[src/rtl/mem_io_bridge.sv]
`default_nettype none
// ============================================================================
// Module : mem_io_bridge
// Brief  : Request/ready bridge from the CPU MAR/MDR path to async SRAM plus
//          memory-mapped switch/hex channels. Optional MEM_IO_BYTE_LANE_EN.
// Rev    : 1.0
// ============================================================================
module mem_io_bridge #(
    parameter int DATA_W      = 16,
    parameter int ADDR_W      = 16,
    parameter int SRAM_ADDR_W = 20,
    parameter int WAIT_CYC    = 0,
    parameter int IO_CH       = 1
) (
    input  logic                    Clk,
    input  logic                    Reset,
    input  logic                    Req,
    input  logic                    Wr,
    input  logic [ADDR_W-1:0]       Addr,
    input  logic [DATA_W-1:0]       Data_from_CPU,
`ifdef MEM_IO_BYTE_LANE_EN
    input  logic [1:0]              ByteSel,
`endif
    output logic [DATA_W-1:0]       Data_to_CPU,
    output logic                    Ready,
    output logic                    Busy,
    input  logic [IO_CH*DATA_W-1:0] Switches,
    output logic [IO_CH*DATA_W-1:0] Hex_Out,
    output logic [SRAM_ADDR_W-1:0]  SRAM_ADDR,
    output logic                    CE,
    output logic                    OE,
    output logic                    WE,
    output logic                    UB,
    output logic                    LB,
    output logic [DATA_W-1:0]       Data_to_SRAM,
    input  logic [DATA_W-1:0]       Data_from_SRAM,
    output logic                    Drive
);

    localparam int CH_W = (IO_CH > 1) ? $clog2(IO_CH) : 1;
    localparam int HALF = DATA_W / 2;

    typedef enum logic [1:0] {
        IDLE   = 2'd0,
        SETUP  = 2'd1,
        ACCESS = 2'd2,
        DONE   = 2'd3
    } state_t;

    state_t                    state, state_n;
    logic [3:0]                cnt, cnt_n;
    logic                      wr_q, wr_n;
    logic [1:0]                bsel_q, bsel_n;
    logic [DATA_W-1:0]         dtc_q, dtc_n;
    logic                      ready_q, ready_n;
    logic                      busy_q, busy_n;
    logic [IO_CH*DATA_W-1:0]   hex_q, hex_n;
    logic [SRAM_ADDR_W-1:0]    sa_q, sa_n;
    logic                      ce_q, ce_n, oe_q, oe_n, we_q, we_n;
    logic                      ub_q, ub_n, lb_q, lb_n;
    logic [DATA_W-1:0]         dts_q, dts_n;
    logic                      drive_q, drive_n;

    logic [1:0]                sel_in;
    logic [ADDR_W-1:0]         addr_inv;
    logic                      io_hit;
    logic [CH_W-1:0]           ch_in;

`ifdef MEM_IO_BYTE_LANE_EN
    assign sel_in = ByteSel;
`else
    assign sel_in = 2'b11;
`endif

    // Channel k lives at all-ones minus k, so the inverted address is k.
    assign addr_inv = ~Addr;
    assign io_hit   = (addr_inv < ADDR_W'(IO_CH));
    assign ch_in    = addr_inv[CH_W-1:0];

    always_comb begin
        state_n = state;
        cnt_n   = cnt;
        wr_n    = wr_q;
        bsel_n  = bsel_q;
        dtc_n   = dtc_q;
        ready_n = 1'b0;
        hex_n   = hex_q;
        sa_n    = sa_q;
        ce_n    = ce_q;
        oe_n    = oe_q;
        we_n    = we_q;
        ub_n    = ub_q;
        lb_n    = lb_q;
        dts_n   = dts_q;
        drive_n = drive_q;

        case (state)
            IDLE: begin
                if (Req) begin
                    wr_n   = Wr;
                    bsel_n = sel_in;
                    if (io_hit) begin
                        state_n = DONE;
                        ready_n = 1'b1;
                        for (int k = 0; k < IO_CH; k++) begin
                            if (ch_in == CH_W'(k)) begin
                                if (!Wr) begin
                                    dtc_n = Switches[k*DATA_W +: DATA_W];
                                end else begin
                                    if (sel_in[1])
                                        hex_n[k*DATA_W+HALF +: DATA_W-HALF] = Data_from_CPU[DATA_W-1:HALF];
                                    if (sel_in[0])
                                        hex_n[k*DATA_W +: HALF] = Data_from_CPU[HALF-1:0];
                                end
                            end
                        end
                    end else begin
                        state_n = SETUP;
                        cnt_n   = 4'(WAIT_CYC);
                        sa_n    = SRAM_ADDR_W'(Addr);
                        // No byte lane selected: run the normal timing with the chip deselected.
                        ce_n    = ~(|sel_in);
                        ub_n    = ~sel_in[1];
                        lb_n    = ~sel_in[0];
                        if (Wr) begin
                            drive_n = 1'b1;
                            dts_n   = Data_from_CPU;
                        end else begin
                            oe_n    = 1'b0;
                        end
                    end
                end
            end
            SETUP: begin
                state_n = ACCESS;
                if (wr_q)
                    we_n = ~(|bsel_q);
            end
            ACCESS: begin
                if (cnt == 4'd0) begin
                    state_n = DONE;
                    ready_n = 1'b1;
                    ce_n    = 1'b1;
                    oe_n    = 1'b1;
                    we_n    = 1'b1;
                    ub_n    = 1'b0;
                    lb_n    = 1'b0;
                    if (!wr_q)
                        dtc_n = Data_from_SRAM;
                end else begin
                    cnt_n = cnt - 4'd1;
                end
            end
            DONE: begin
                state_n = IDLE;
                drive_n = 1'b0;
            end
            default: state_n = IDLE;
        endcase

        busy_n = (state_n != IDLE);
    end

    always_ff @(posedge Clk or posedge Reset) begin
        if (Reset) begin
            state   <= IDLE;
            cnt     <= 4'd0;
            wr_q    <= 1'b0;
            bsel_q  <= 2'b00;
            dtc_q   <= '0;
            ready_q <= 1'b0;
            busy_q  <= 1'b0;
            hex_q   <= '0;
            sa_q    <= '0;
            ce_q    <= 1'b1;
            oe_q    <= 1'b1;
            we_q    <= 1'b1;
            ub_q    <= 1'b0;
            lb_q    <= 1'b0;
            dts_q   <= '0;
            drive_q <= 1'b0;
        end else begin
            state   <= state_n;
            cnt     <= cnt_n;
            wr_q    <= wr_n;
            bsel_q  <= bsel_n;
            dtc_q   <= dtc_n;
            ready_q <= ready_n;
            busy_q  <= busy_n;
            hex_q   <= hex_n;
            sa_q    <= sa_n;
            ce_q    <= ce_n;
            oe_q    <= oe_n;
            we_q    <= we_n;
            ub_q    <= ub_n;
            lb_q    <= lb_n;
            dts_q   <= dts_n;
            drive_q <= drive_n;
        end
    end

    assign Data_to_CPU  = dtc_q;
    assign Ready        = ready_q;
    assign Busy         = busy_q;
    assign Hex_Out      = hex_q;
    assign SRAM_ADDR    = sa_q;
    assign CE           = ce_q;
    assign OE           = oe_q;
    assign WE           = we_q;
    assign UB           = ub_q;
    assign LB           = lb_q;
    assign Data_to_SRAM = dts_q;
    assign Drive        = drive_q;

endmodule
`default_nettype wire
[config.mk]
export PLATFORM = sky130hd
export DESIGN_NAME = mem_io_bridge
export DESIGN_NICKNAME = d
export VERILOG_FILES = /design/src/rtl/mem_io_bridge.sv
export SDC_FILE = /design/constraint.sdc
export NUM_CORES = 1
export LEC_CHECK = 0
export CAP_MARGIN = 20
export CORE_ASPECT_RATIO = 0.8
export CORE_MARGIN = 3
export CORE_UTILIZATION = 48
export CTS_BUF_LIST = sky130_fd_sc_hd__clkbuf_8
export DETAILED_ROUTE_END_ITERATION = 10
export MAX_ROUTING_LAYER = met4
export PLACE_DENSITY = 0.87
export RECOVER_POWER = 25
export SLEW_MARGIN = 20
export SYNTH_ARGS = -nofsm -noshare
export SYNTH_HDL_FRONTEND = slang
export SYNTH_SLANG_ARGS = --single-unit
[constraint.sdc]
create_clock -name Clk -period 3.95 [get_ports Clk]
set_input_delay 0.5925 -clock Clk [delete_from_list [all_inputs] [get_ports Clk]]
set_output_delay 0.5925 -clock Clk [all_outputs]
set_load 0.05 [all_outputs]
==> run metrics <==
total CTS buffers=9; core area=7090 um2; CP max stage delay=0.83 ns; portion of netlist area occupied by mux cells=27.3%; placed instance count=466; status=finished, violations left; Root Driver=clkbuf_8; number of nets in the layout=464; ys flop type=dfrtp_1; slowest cell on the critical path=ha_1; max-slew violations=62; grt total ovfl=0; top-level I/O count=144; GPL Wtd Cong=0.827; final setup fails=0; RSZ-0062 raised after global routing=false; most frequent cells in the layout=clkdlybuf4s50_1, dfrtp_1, mux2_2; r2r endpoint=Data_to_CPU[1]$_DFFE_PP0P_; Leak=2.25 nW; clock slew at reported path FFs=0.08 ns; commonest non-fill, non-tap cell in the layout=clkdlybuf4s50_1; Post-Synth Adder-Cell Area=2.08%; Non-Filler Instances=482; CTS sink count=78; die area=8600 um2; main combinational cell family by area after synthesis=multiplexers; critical path endpoint category=register; Bufs on Longest Clock Path=2; post-synthesis compound-gate area fraction=6.34%; CTS tree=yes; Initial Util=50.9%; Ant. Diodes=0; initial DRC count=120; Cells after Synth=251; row count=27; Multi-input gate area=1530 um2; reg2reg setup slack=1.24 ns; fmax=0.369 GHz; max-capacitance violation count=1; slew of the pin with the lowest slew margin=2.56 ns; Max IR drop VDD=0.000485 V; origin of the critical flop-to-flop path=state[0]$_DFF_PP0_; CP Launch Type=register; Slew HR=-71.8%; fraction of layout cells with a size suffix above 1=27.8%; chip height=83.6 um; register area=1960 um2; register area share after synthesis=54.2%; biggest fanout along the worst timing path=25; DRC errors left=0; beginning of the critical path=state[0]$_DFF_PP0_; ys async rst share=100%; Resized cells post-CTS=0; CP Data Required Time=4.18 ns; initial antenna violation count=0; global-route wire length before repair=13.0 mm; Final HPWL DP=6.07 mm; Power Density=825 nW/um2; Die X=103 um; Post-Synth XOR/XNOR Area=0%; crit-path cells=inv_1 -> ha_1 -> nand2b_1 -> o21ai_0 -> o211ai_4 -> mux2_4; Clk Latency, worst-skew pair=0.35 ns; DR pass1 iterations=4; synth unique cells=47; TNS Setup=0 ns; Ys Warns=0; vias=2560; htree depth=3; Setup Fix Bufs, Post-CTS=0; Final Hold Fails=0; largest net degree at the start of global routing=62; hold depth=1; FF+latch count, synth=78; synthesis-to-finish area growth=44.4%; Syn Area/Cell=14.4 um2; Cell Area, Synth=3610 um2; hold-fix buffers at CTS=0; HP Class=register to register; r2r worst-path depth=6; Hold Path Sink=bsel_q[0]$_DFFE_PP0P_; EDFF count, synth=0; Final Critical Period=2.71 ns; Period Utilization, post-route=68.6%; Clock Skews=0.00718 ns; Routed WL=8.21 mm; vias in the first global route=2703; GRT Resource Usage Total=19.6%; violated checks=capacitance limit, slew limit; CP Data Arrival Time=2.94 ns; I/O Buffers=137; HP Start=bsel_q[0]$_DFFE_PP0P_; FILL cells=499; DR vias/cell=5.31; routed len/inst=17.0 um; CP Class=register to register; Synth Area in Simple Gates=6.03%; Final ANT Viol Nets=0
[report_power, final]
part / switching, W / leakage [nW] / internal, W / total [W]
clock network: 0.000282 / 0.0997 / 0.000306 / 0.000589
logic: 0.00150 / 1.19 / 0.000949 / 0.00244
registers: 0.000161 / 0.957 / 0.00111 / 0.00127
[worst max-delay path by stage]
stage / end / cells after the start / slack (ns)
CTS: Data_to_CPU[1]$_DFFE_PP0P_ / 6 / 1.24
finish: Data_to_CPU[1]$_DFFE_PP0P_ / 6 / 1.24
global route: state[0]$_DFF_PP0_ / 2 / 0.97
global placement: Hex_Out[11]$_DFFE_PP0P_ / 5 / 1.12
detailed placement: Hex_Out[12]$_DFFE_PP0P_ / 5 / 1.04
floorplan: Busy$_DFF_PP0_ / 1 / 1.37
[final cells by class]
type	count	area share (%)
Clock buffer	10	2.64
Tap cell	87	2.09
Clock inverter	6	1.20
Inverter	8	0.600
Timing Repair Buffer	139	26.6
Multi-Input combinational cell	154	29.4
Sequential cell	78	37.5
[state kept, by name, summed over array words and instances (netlist names), 2 cells and up]
signal        cells
Data_to_SRAM     16
state             2
Data_to_CPU      16
cnt               4
SRAM_ADDR        16
Hex_Out          16
[synth_stat cells (2+ instances only)]
master | instances | share of area [%]
nand4_1 | 2 | 0.35
nor3_1 | 2 | 0.28
nand2b_1 | 3 | 0.52
nand3_1 | 2 | 0.28
o21ai_0 | 9 | 1.2
buf_4 | 7 | 1.5
mux2_4 | 20 | 8.3
dfstp_2 | 3 | 2.2
nand4_2 | 2 | 0.69
dfrtp_1 | 75 | 52
a2111oi_0 | 2 | 0.49
a2bb2oi_1 | 3 | 0.73
ha_1 | 6 | 2.1
mux2_2 | 60 | 19
and3_1 | 2 | 0.35
a21oi_1 | 5 | 0.69
nand2_1 | 5 | 0.52
inv_1 | 8 | 0.83
a311o_1 | 2 | 0.55
clkbuf_1 | 5 | 0.52
or3_1 | 2 | 0.35
[per-layer routing]
metal	global-route usage, %	vias to the layer above	share of wire, %
li1	-	1175	-
met1	25.1	1267	44
met4	4.24	0	0.67
met3	7.69	9	9.5
met2	29.7	109	46
met5	-	-	0
[cell families after synthesis]
group	count (synthesis)
AOI/OAI and AO/OA	31
adders and majority gates	6
buffers and inverters	24
DFF	78
muxes	81
other	1
and+or+nand+nor	30
[metrics by stage]
step           worst slack, ns  area (um2)  hold slack [ns]  total power (W)  utilization, %
6_report                  1.24        5210            0.476          0.00430            73.5
5_1_grt                  0.975        5210            0.525          0.00451            73.5
4_1_cts                   1.24        5210            0.478          0.00435            73.5
3_5_place_dp              1.04        5010            0.460          0.00373            70.7
3_3_place_gp              1.12        5010            0.452          0.00369            70.7
2_1_floorplan             1.37        3630            0.435          0.00294               -
[critical path: cells and delay by family, from the launching register on]
family	cells	cell delay [ns]
adders and majority gates	1	0.83
AOI/OAI and AO/OA	2	0.53
DFF	1	0.43
muxes	1	0.39
and+or+nand+nor	1	0.29
buffers and inverters	1	0.10
(Power assumes the default switching activity.)
